### src/rtl/sat_counter.sv
// sat_counter: counter that sticks at all-ones; clear has priority over increment
module sat_counter #(
    parameter int WIDTH = 8
) (
    input  logic             clk,
    input  logic             rst,
    input  logic             inc,
    input  logic             clr,
    output logic [WIDTH-1:0] cnt
);

    always_ff @(posedge clk) begin
        if (rst || clr)
            cnt <= '0;
        else if (inc && !(&cnt))
            cnt <= cnt + WIDTH'(1);
    end

endmodule

### config.mk
export PLATFORM = sky130hd
export DESIGN_NAME = sat_counter
export DESIGN_NICKNAME = d
export VERILOG_FILES = /design/src/rtl/sat_counter.sv
export SDC_FILE = /design/constraint.sdc
export NUM_CORES = 1
export LEC_CHECK = 0
export CAP_MARGIN = 20
export CORE_UTILIZATION = 32
export DETAILED_ROUTE_END_ITERATION = 10
export HOLD_SLACK_MARGIN = 0.12
export PLACE_DENSITY = 0.67
export SLEW_MARGIN = 10
export SYNTH_ARGS = -nofsm -noshare
export SYNTH_HDL_FRONTEND = slang
export SYNTH_SLANG_ARGS = --single-unit
### constraint.sdc
create_clock -name clk -period 3.9 [get_ports clk]
set_input_delay 0.78 -clock clk [delete_from_list [all_inputs] [get_ports clk]]
set_output_delay 0.78 -clock clk [all_outputs]
set_load 0.005 [all_outputs]
# After elaboration in Yosys (flattened, before gate mapping)
# Index checks and enable logic that the tools add are counted.
dict set report word_totals {
  register_bits 8
  in_bits 4
}
dict set report classes {
  addsub 1
  reduce_logical 4
}
# operator n
set op_table {}
lappend op_table {{$add A8 B1 Y8 const B} 1}
lappend op_table {{$reduce_and A8 Y1} 1}
lappend op_table {{$logic_and A1 B1 Y1} 1}
lappend op_table {{$logic_not A1 Y1} 1}
lappend op_table {{$logic_or A1 B1 Y1} 1}

# Longest topological paths before layout
dict set report logic_depth {
  depth_word 3
  ltp_mapped 4
  depth_no_buf 4
}

# Least setup slack after synthesis
# No wires, ideal clock.
dict set report synth_path {
  path_type {input to register}
  start {input inc}
  end {register cnt[6]}
  setup_ps 115
  arrival_time_ps 1359
  slack_ps 2426
  path_stages 3
  path_buffers 0
  path_cell_list {and4_1 > a31o_2 > and3_1}
}
dict set report synth_between {
  elab_chain_len 1
}
# element line
set synth_rtl {}
lappend synth_rtl {{start, declared} 7} ;# input logic inc,
lappend synth_rtl {{$logic_and A1 B1 Y1} 15} ;# else if (inc && !(&cnt))
lappend synth_rtl {{end signal, assigned} 16} ;# cnt <= cnt + WIDTH'(1);
lappend synth_rtl {{end, declared} 9} ;# output logic [WIDTH-1:0] cnt
# Every way passes these cells.
# A chain may end at the register's enable or synchronous reset.

# Final worst setup path
dict set report layout_path {
  start {register cnt[4]}
  end {output cnt[4]}
}
# No word-level cell between the ends.

==> insert_results.sql <==
INSERT INTO impl_metrics (metric_group, metric, value, unit) VALUES
('route', 'first_pass_iters', '4', ''),
('synth', 'seq_area_frac_synth', '38.1', '%'),
('critical_path', 'endpoint_kind', 'output port', ''),
('sta', 'finalCriticalPeriod', '2.06', 'ns'),
('critical_path', 'worst-endpoint-required', '3.12', 'ns'),
('synth', 'synth_commonest_cells', '8 x sky130_fd_sc_hd__dfxtp_1, 5 x sky130_fd_sc_hd__nand2_1, 3 x sky130_fd_sc_hd__mux2i_1', ''),
('route', 'ant_nets', '0', ''),
('clock_network', 'cts.sink_count', '8', ''),
('synth', 'synthesis.area_per_instance', '9.55', 'um2'),
('synth', 'ys_types', '27', ''),
('route', 'drc_errors', '0', ''),
('clock_network', 'post_cts_hold_buffer_count', '0', ''),
('critical_path', 'critPathSlowestCell', 'sky130_fd_sc_hd__clkdlybuf4s50_1', ''),
('critical_path', 'crit_arrival', '1.28', 'ns'),
('route', 'route.final.wire_length', '921', 'um'),
('global_routing', 'maximum_number_of_pins_on_one_net_before_global_route_repair', '10', ''),
('sta', 'hold_ws', '0.510', 'ns'),
('route', 'routed-via-count', '411', ''),
('synth', 'synth_top_cells_by_area', 'sky130_fd_sc_hd__dfxtp_1 38%, sky130_fd_sc_hd__mux2i_1 7.1%, sky130_fd_sc_hd__nand2_1 4.5%', ''),
('critical_path', 'worstSetupStartpointType', 'flop', ''),
('sta', 'timing.setup.tns', '0', 'ns'),
('clock_network', 'tritoncts.num_buffers', '3', ''),
('global_routing', 'grt.overflow.total', '0', ''),
('critical_path', 'timing.reg2reg.worst_path_depth', '4', ''),
('clock_network', 'cts_repair_resize_count', '0', ''),
('critical_path', 'r2r-start', 'cnt[0]', ''),
('route', 'routed_wire_length_per_instance', '12.8', 'um'),
('place', 'cell_count_post_placement', '69', ''),
('die', 'fp.dieArea', '1460', 'um2'),
('final_layout', 'fin_nets', '65', ''),
('sta', 'layout_setup_ws', '1.84', 'ns'),
('synth', 'synth_top_area_cell', 'sky130_fd_sc_hd__dfxtp_1', ''),
('sta', 'setup_repair_after_global_routing_missed_its_margin', 'no', ''),
('die', 'die_w', '38.2', 'um'),
('worst_hold_path', 'min-delay-path-class', 'reg -> reg', ''),
('pwr', 'ir_drop', '0.164', 'mV'),
('place', 'place_hpwl', '677', 'um'),
('pwr', 'power.density_cell_area', '280', 'nW/um2'),
('sta', 'fmax', '485', 'MHz'),
('sta', 'timing.final.setup_violations', '0', ''),
('synth', 'post-synth-top-count-cell', 'sky130_fd_sc_hd__dfxtp_1', ''),
('synth', 'postSynth.topFlopCell', 'sky130_fd_sc_hd__dfxtp_1', ''),
('synth', 'netlist_area', '420', 'um2'),
('die', 'cell_row_count', '12', ''),
('critical_path', 'crit_buf_inv', '1', ''),
('synth', 'async_flop_share', '0', '%'),
('die', 'ios', '12', ''),
('critical_path', 'critical_path_class', 'reg -> out', ''),
('final_layout', 'flow.area_growth_from_synthesis', '35.7', '%'),
('clock_network', 'path_clk_slew', '0.06', 'ns'),
('synth', 'synth.top_cell.area_share', '38.1', '%'),
('critical_path', 'crit_chain', 'clkdlybuf4s50_1', ''),
('critical_path', 'timing.critical_path.depth', '1', ''),
('final_layout', 'largest-register', 'cnt', ''),
('die', 'initial_core_util', '36.4', '%'),
('sta', 'fin_skew', '0.0103', 'ns'),
('clock_network', 'cts_post_setup_buffers_inserted', '0', ''),
('route', 'dr.first_iter.drc_count', '10', ''),
('status', 'result_of_the_run', 'complete, no violations', ''),
('global_routing', 'grt_antenna_before_repair', '0', ''),
('sta', 'max_slew.worst_pin.slew', '0.438', 'ns'),
('synth', 'post_synth_edffs', '0', ''),
('critical_path', 'cp_top_family', 'buffers and inverters', ''),
('die', 'core', '1160', 'um2'),
('final_layout', 'largest_reg_flops', '8', ''),
('global_routing', 'grt_pass1_wl', '1480', 'um'),
('final_layout', 'n_antenna_cell', '0', ''),
('pwr', 'leakage_power', '0.203', 'nW'),
('clock_network', 'max-clock-path-buffers', '2', ''),
('final_layout', 'biggestRegsByFlops', 'cnt: 8 flops', ''),
('synth', 'postSynthNetCount', '49', '');
kinds of logic (layout without fill, tap and decap cells):
group / count (synthesis) / after routing / synth area share, %
flip-flops: 8 / 8 / 38.1
multiplexers: 3 / 3 / 7.14
AO/OA/AOI/OAI: 11 / 11 / 21.4
AND/OR/NAND/NOR: 20 / 20 / 29.5
adder cells (fa/ha/maj): 1 / 1 / 2.98
buffers and inverters: 1 / 15 / 0.892
report_power, final:
group / leakage (nW) / internal, mW / switching (mW) / total, mW
Combinational: 0.124 / 0.00566 / 0.00473 / 0.0104
Sequential: 0.0646 / 0.0824 / 0.00106 / 0.0835
Clock: 0.0138 / 0.0354 / 0.0303 / 0.0656
Total: 0.203 / 0.123 / 0.0361 / 0.160
layout make-up:
cell class              instances  area [um2]
fillers                       118         586
multi-input cells              35         256
flip-flops and latches          8         160
repair buffers                 11         110
clock buffers                   3        22.5
well taps                      14        17.5
inverters                       1        3.75
metal layers:
metal  part of all wire, %  vias to the layer above  GRT usage (%)  wire (um)
li1                      -                      202              -          -
met1                    50                      197           17.9        465
met2                    42                       10           23.7        386
met3                   5.2                        2           3.49         48
met4                   2.2                        0           16.1         20
met5                     0                        -              0          0
per-stage QoR:
step	cell area [um2]	total power, mW
floorplan	420	0.0886
global placement	548	0.0957
detailed placement	548	0.0956
CTS	571	0.160
global route	571	0.164
finish	571	0.160
cell usage in the layout (no fill, tap or decap):
cell / Yosys / routed
sky130_fd_sc_hd__clkdlybuf4s50_1: 0 / 11
sky130_fd_sc_hd__dfxtp_1: 8 / 8
sky130_fd_sc_hd__nand2_1: 5 / 5
sky130_fd_sc_hd__mux2i_1: 3 / 3
sky130_fd_sc_hd__clkbuf_4: 0 / 3
sky130_fd_sc_hd__a21oi_1: 2 / 2
sky130_fd_sc_hd__or3_1: 2 / 2
sky130_fd_sc_hd__nor2b_1: 2 / 2
sky130_fd_sc_hd__nand4_1: 2 / 2
sky130_fd_sc_hd__and3_2: 1 / 1
sky130_fd_sc_hd__nand3_1: 1 / 1
sky130_fd_sc_hd__a31oi_1: 1 / 1
sky130_fd_sc_hd__nor4_1: 1 / 1
sky130_fd_sc_hd__nor2_1: 1 / 1
sky130_fd_sc_hd__and4_4: 1 / 1
sky130_fd_sc_hd__a21boi_0: 1 / 1
sky130_fd_sc_hd__and4_1: 1 / 1
sky130_fd_sc_hd__a31o_2: 1 / 1
sky130_fd_sc_hd__and3_1: 1 / 1
sky130_fd_sc_hd__nand4_2: 1 / 1
sky130_fd_sc_hd__a211oi_1: 1 / 1
sky130_fd_sc_hd__o21ai_0: 1 / 1
sky130_fd_sc_hd__inv_1: 1 / 1
sky130_fd_sc_hd__a211oi_2: 1 / 1
sky130_fd_sc_hd__a2111oi_2: 1 / 1
sky130_fd_sc_hd__nand2b_1: 1 / 1
sky130_fd_sc_hd__o21bai_1: 1 / 1
sky130_fd_sc_hd__o311a_1: 1 / 1
sky130_fd_sc_hd__ha_1: 1 / 1
worst paths after layout:
check | end | slack [ns]
setup / recovery | cnt[4] | 1.84
hold / removal | cnt[1] | 0.51
setup reg to reg | cnt[1] | 2.39
hold reg to reg | cnt[1] | 0.51
Note: power is estimated with default switching activity, not from simulation.
